--- src/rtl/dphy_pkg.sv ---
// rtl/dphy_pkg.sv - shared D-PHY encodings: HS FSM states, LP line levels, lane sequencer states
package dphy_pkg;

  typedef enum logic [2:0] {
    HS_STOP  = 3'd0,
    HS_ZERO  = 3'd1,
    HS_SYNC  = 3'd2,
    HS_DATA  = 3'd3,
    HS_TRAIL = 3'd4
  } hs_state_t;

  // LP line states as {Dp, Dn}
  localparam logic [1:0] LP11 = 2'b11;
  localparam logic [1:0] LP01 = 2'b01;
  localparam logic [1:0] LP00 = 2'b00;
  localparam logic [1:0] LP10 = 2'b10;

  typedef enum logic [2:0] {
    SEQ_INIT   = 3'd0,
    SEQ_STOP   = 3'd1,
    SEQ_RQST   = 3'd2,
    SEQ_PREP   = 3'd3,
    SEQ_ACTIVE = 3'd4,
    SEQ_EXIT   = 3'd5
  } seq_state_t;

  function automatic int max4(input int a, input int b, input int c, input int d);
    int m;
    m = a;
    if (b > m) m = b;
    if (c > m) m = c;
    if (d > m) m = d;
    return m;
  endfunction

endpackage

--- src/rtl/tx_hs_lane_seq.sv ---
// rtl/tx_hs_lane_seq.sv - D-PHY TX data lane LP->HS->LP sequencer
// Drives LP line levels and driver enables around each HS burst.
module tx_hs_lane_seq
  import dphy_pkg::*;
#(
  parameter int T_INIT       = 16,
  parameter int T_LPX        = 2,
  parameter int T_HS_PREPARE = 3,
  parameter int T_HS_EXIT    = 4
) (
  input  logic       TX_DDR_clk,
  input  logic       TX_rst,
  input  logic       TX_REQUEST_HS,
  input  logic [2:0] TX_HS_STATE,
  output logic       HS_FSM_EN,
  output logic       TX_HS_END_DATA,
  output logic       LP_DP,
  output logic       LP_DN,
  output logic       LP_DRV_EN,
  output logic       HS_DRV_EN,
  output logic       TX_STOPSTATE,
  output logic       TX_BUSY
);

  localparam int CW = $clog2(max4(T_INIT, T_LPX, T_HS_PREPARE, T_HS_EXIT) + 1);

  seq_state_t    r_state;
  seq_state_t    w_next;
  logic [CW-1:0] r_cnt;
  logic [CW-1:0] w_load;
  logic          r_trail_seen;
  logic          w_cnt_done;
  logic [1:0]    w_lp;

  assign w_cnt_done = (r_cnt == '0);

  always_ff @(posedge TX_DDR_clk or posedge TX_rst) begin
    if (TX_rst) begin
      r_state      <= SEQ_INIT;
      r_cnt        <= CW'(T_INIT - 1);
      r_trail_seen <= 1'b0;
    end else begin
      r_state <= w_next;
      if (w_next != r_state)
        r_cnt <= w_load;
      else if (!w_cnt_done)
        r_cnt <= r_cnt - 1'b1;
      // trail_seen only lives inside ACTIVE; any other state clears it
      r_trail_seen <= (r_state == SEQ_ACTIVE) &&
                      (r_trail_seen || (TX_HS_STATE == HS_TRAIL));
    end
  end

  always_comb begin
    w_next = r_state;
    case (r_state)
      SEQ_INIT:   if (w_cnt_done) w_next = SEQ_STOP;
      SEQ_STOP:   if (TX_REQUEST_HS) w_next = SEQ_RQST;
      SEQ_RQST: begin
        if (!TX_REQUEST_HS)  w_next = SEQ_EXIT;
        else if (w_cnt_done) w_next = SEQ_PREP;
      end
      SEQ_PREP: begin
        if (!TX_REQUEST_HS)  w_next = SEQ_EXIT;
        else if (w_cnt_done) w_next = SEQ_ACTIVE;
      end
      SEQ_ACTIVE: if (r_trail_seen && TX_HS_STATE == HS_STOP) w_next = SEQ_EXIT;
      SEQ_EXIT:   if (w_cnt_done) w_next = SEQ_STOP;
      default:    w_next = SEQ_INIT;
    endcase
  end

  always_comb begin
    w_load = '0;
    case (w_next)
      SEQ_INIT: w_load = CW'(T_INIT - 1);
      SEQ_RQST: w_load = CW'(T_LPX - 1);
      SEQ_PREP: w_load = CW'(T_HS_PREPARE - 1);
      SEQ_EXIT: w_load = CW'(T_HS_EXIT - 1);
      default:  w_load = '0;
    endcase
  end

  always_comb begin
    w_lp         = LP11;
    LP_DRV_EN    = 1'b1;
    HS_DRV_EN    = 1'b0;
    HS_FSM_EN    = 1'b0;
    TX_STOPSTATE = 1'b0;
    TX_BUSY      = 1'b0;
    case (r_state)
      SEQ_STOP: TX_STOPSTATE = 1'b1;
      SEQ_RQST: begin
        w_lp    = LP01;
        TX_BUSY = 1'b1;
      end
      SEQ_PREP: begin
        w_lp      = LP00;
        HS_DRV_EN = 1'b1;
        TX_BUSY   = 1'b1;
      end
      SEQ_ACTIVE: begin
        w_lp      = LP00;
        LP_DRV_EN = 1'b0;
        HS_DRV_EN = 1'b1;
        HS_FSM_EN = 1'b1;
        TX_BUSY   = 1'b1;
      end
      SEQ_EXIT: TX_BUSY = 1'b1;
      default: ;
    endcase
  end

  assign LP_DP = w_lp[1];
  assign LP_DN = w_lp[0];

  // End-of-data follows the live request so the HS FSM sees it in the same cycle
  assign TX_HS_END_DATA = (r_state == SEQ_ACTIVE) && !TX_REQUEST_HS &&
                          (TX_HS_STATE == HS_DATA);

endmodule

--- config.mk ---
export PLATFORM = sky130hd
export DESIGN_NAME = tx_hs_lane_seq
export DESIGN_NICKNAME = d
export VERILOG_FILES = /design/src/rtl/dphy_pkg.sv /design/src/rtl/tx_hs_lane_seq.sv
export SDC_FILE = /design/constraint.sdc
export NUM_CORES = 1
export LEC_CHECK = 0
export ABC_AREA = 1
export BUFFER_PORTS_ARGS = -buffer_cell sky130_fd_sc_hd__clkbuf_2
export CAP_MARGIN = 30
export CORE_MARGIN = 3
export CORE_UTILIZATION = 50
export DETAILED_ROUTE_END_ITERATION = 16
export GPL_TIMING_DRIVEN = 1
export HOLD_SLACK_MARGIN = 0.1
export PLACE_DENSITY = 0.79
export SYNTH_ARGS = -nofsm -noshare
export SYNTH_HDL_FRONTEND = slang
export SYNTH_SLANG_ARGS = --single-unit
--- constraint.sdc ---
create_clock -name TX_DDR_clk -period 4.8 [get_ports TX_DDR_clk]
set_input_delay 0.48 -clock TX_DDR_clk [delete_from_list [all_inputs] [get_ports TX_DDR_clk]]
set_output_delay 0.48 -clock TX_DDR_clk [all_outputs]
set_load 0.02 [all_outputs]
# Yosys cells after proc, flatten, opt, wreduce, memory -nomap -nowiden
# Cells that the tools add are included.
[word_totals]
inputBits = 6
out_inout_bits = 8
ff_bits = 9
wordCells = 46
[op_classes]
reduce_logical = 13
eq_ne = 12
mux = 17
add_sub_neg = 1
[ops]
columns = ["op", "n"]
rows = [
  ["$mux 3", 7],
  ["$pmux 4 s4", 1],
  ["$eq 3x2->1 const B", 5],
  ["$pmux 3 s5", 1],
  ["$eq 3x3->1 const B", 4],
  ["$mux 5", 2],
  ["$logic_not 3->1", 3],
  ["$logic_not 5->1", 1],
  ["$mux 1", 5],
  ["$sub 5x1->5 const B", 1],
  ["$logic_and 1x1->1", 4],
  ["$pmux 2 s2", 1],
  ["$reduce_or 2->1", 2],
  ["$reduce_or 4->1", 1],
  ["$eq 3x1->1 const B", 1],
  ["$ne 3x3->1", 1],
  ["$ne 2x1->1 const B", 1],
  ["$logic_not 1->1", 1],
  ["$logic_or 1x1->1", 1],
]

# Depth between registers and ports, before layout
[depth]
word_depth = 7
ltp_mapped = 14
mapped_depth_nobuf = 14

# Worst setup path after synthesis
# OpenSTA, ideal clock, no wires.
[synth_timing]
path_kind = "reg-to-output"
startpoint = "reg r_state[1]"
endpoint = "out TX_BUSY"
stages_incl_launch_ff = 7
t_arrival_ps = 1396
path_buffers = 1
t_required_ps = 4320
path_slack_ps = 2924
cell_sequence = "dfrtp_1 > buf_6 > nor2_2 > nand2_2 > nand2_2 > nor2_1 > nand2_1"
[synth_between]
elab_chain_len = 3
word_cells_on_any_way = 6
cone_classes = "eq/ne: 4; mux: 1; reduce/logical: 1"
[synth_rtl]
columns = ["element", "line", "source"]
rows = [
  ["from (decl)", "tx_hs_lane_seq.sv:27", "seq_state_t r_state;"],
  ["from (signal assigned)", "tx_hs_lane_seq.sv:43", "r_state <= w_next;"],
  ["$eq 3x3->1 / $eq 3x2->1 (equally long branches)", "tx_hs_lane_seq.sv:91", "case (r_state)"],
  ["$reduce_or 4->1 (no source line) (*)", "--", ""],
  ["$mux 1 (*)", "tx_hs_lane_seq.sv:91", ""],
  ["to (decl)", "tx_hs_lane_seq.sv:22", "output logic TX_BUSY"],
]
# Mark *: on every way between the ends. The rest lies on a longest branch, timed or not.

# Worst setup path after layout
# Ends and elaborated chain as after synthesis.

==> impl_metrics.yaml <==
outcome:
  status: "complete, no violations"
logic_synthesis:
  ys_top_cells_by_area: "dfrtp_1, dfstp_2, nand2_1, nand3_1, inv_1"
  ys_seq_area_frac: 0.300
  netlist.area_leader.share: 0.163
  syn-num-nets: 120
  syn_area_um2: 768
  syn_inst: 112
  synth_area_per_cell_um2: 6.86
  ys_warn_count: 0
  synth_cell_types: 23
  synth_seq_cells: 9
  synth_top_area_cell: "dfrtp_1"
cts:
  clockBufferDepth: 2
  cts_tree: "yes"
  cts_setup_buffers: 0
  cts_root_buf: "clkbuf_4"
  htreeDepth: 1
  cts.clk_slew.worst_paths_ps: 60
  clock_latency_ps: 260
  cts_resized: 0
  cts-buffers-inserted: 3
  cts_hold_buffers: 0
  clkSinkCount: 9
place:
  dp_hpwl_mm: 1.29
  port_buffers: 13
  place.gp.congestion: 0.845
  placed_area_um2: 833
global_routing:
  antenna_found_initial: 0
  grt-ovfl-total: 0
  first_global_vias: 640
  grt_pass1_wl_mm: 2.70
  grt_start_max_net_pins: 10
  grt_use_total: 0.190
power:
  power.density_nw_per_um2: 810
  power_switching_share: 0.543
  comb_power_share: 0.691
  internal_power_mw: 0.318
  p_clk_frac: 0.084
  peakVddDrop_mv: 0.460
  leakagePower_nw: 0.504
  switchingPower_mw: 0.378
  sequentialPowerShare: 0.225
route:
  first_iter_violations: 15
  drtAntennaViolNets: 0
  drt_wl_total_mm: 1.59
  dr_total_vias: 734
  drc_errors: 0
  via_per_inst: 5.17
  drtPass1Iterations: 4
  avgRoutedWirePerCell_um: 11.2
worst_setup_path:
  crit_fanout: 9
  setup.worst_path.start_class: "flip-flop"
  required_ps: 4320
  critical_path_class: "flip-flop to primary output"
  timing.rr.start: "r_cnt[0]"
  crit_path_start: "r_state[1]"
  worstSetupEndpointType: "primary output"
  crit_arrival_ps: 1450
sta:
  skew_ps: 2.83
  setup_viol: 0
  fmax_ghz: 0.519
  fin_crit_sh: 0.401
  drv_slew: 0
  relSlewSlack: 0.780
  rsz0062_at_grt: "false"
  worstMarginPinSlew_ps: 330
  min_period_ps: 1930
  hold_viol: 0
  fin_tns_setup_ps: 0
floorplanning:
  initial_core_util: 0.562
  die_w_um: 45.2
  pin_count: 14
  core_um2: 1370
  fp.dieH_um: 45.2
  placementRows: 13
  die_area_um2: 2040
layout:
  fin_nets: 136
  fillers: 135
  final_area_um2: 860
  mostFrequentLayoutCells: "nand2_1, inv_1, nand3_1"
  synthToLayoutAreaGrowth_pct: 11.9
  diodes: 0
  layout-drive-gt1-share: 0.307
  final_common_cell: "nand2_1"
run:
  cap_violations: 0
min_path:
  holdCritPathClass: "primary input to async pin"
per-layer routing:
metal	part of all wire	vias to the layer above	track usage
met2	0.48	20	0.274
met5	0	-	0
met3	0.053	4	0.0837
met1	0.45	332	0.248
li1	-	378	-
met4	0.018	0	0.0702
synth_stat cells:
master	number
a21oi_1	2
a31o_2	1
a31oi_1	1
buf_4	1
buf_6	1
dfrtp_1	5
dfstp_2	4
ha_1	2
inv_1	19
inv_2	5
nand2_1	23
nand2_2	7
nand2_4	1
nand3_1	17
nand3_2	1
nand4_1	3
nand4_4	1
nor2_1	8
nor2_2	2
nor3_1	2
nor3_2	1
o21ai_1	1
xor2_1	4
final timing paths:
| path | endpoint | slack, ps | cells past startpoint |
|---|---|---|---|
| worst max-delay path | TX_BUSY | 2870 | 6 |
| worst min-delay path | r_cnt[4] | 140 | 2 |
| worst max register to register | r_cnt[2] | 3000 | 12 |
| worst min register to register | r_trail_seen | 500 | 2 |
| max in group asynchronous | r_cnt[1] | 4360 | 2 |
| min in group TX_DDR_clk | r_trail_seen | 500 | 3 |
critical path: stages, from the launching register on:
cell and delay [ps]:
dfrtp_1 520, nor2_2 90, nand2_2 140, nand2_2 90
nor2_1 120, nand2_1 60, clkbuf_2 150
sequential cells by signal (all words and copies together), names as in the netlist:
signal        count
r_trail_seen      1
r_cnt             5
r_state           3
through the flow:
stage          worst slack, ps  instances  total power [mW]   util  hold slack (ps)
2_1_floorplan             2920        112             0.541      -              305
3_3_place_gp              3070        138             0.627  0.610              430
3_5_place_dp              3010        138             0.638  0.610              436
4_1_cts                   2870        142             0.699  0.629              152
5_1_grt                   2730        142             0.774  0.629              169
6_report                  2870        142             0.696  0.629              143
area by class of cell:
type / instances / area [um2] / share of cell area
clock buffers: 4 / 26.3 / 0.0306
inverters: 24 / 90.1 / 0.105
multi-input cells: 77 / 429 / 0.499
flip-flops and latches: 9 / 230 / 0.268
well taps: 15 / 18.8 / 0.0218
repair buffers: 13 / 65.1 / 0.0757
power groups by stage:
stage,sequential (mW),combinational [mW],clock (mW)
2_1_floorplan,0.140,0.401,0
3_3_place_gp,0.156,0.471,0
3_5_place_dp,0.157,0.481,0
4_1_cts,0.156,0.484,0.0597
5_1_grt,0.161,0.548,0.0658
6_report,0.157,0.481,0.0583
logic make-up (layout without fill, tap and decap cells):
family                     Yosys count  after routing  synth area share
DFF                                  9              9             0.300
xor gates and xnor gates             4              4            0.0456
adders and majority gates            2              2            0.0326
buffers and inverters               26             41             0.142
AOI/OAI and AO/OA                    5              5            0.0391
and+or+nand+nor                     66             66             0.441
Note: power is estimated with default switching activity, not from simulation.
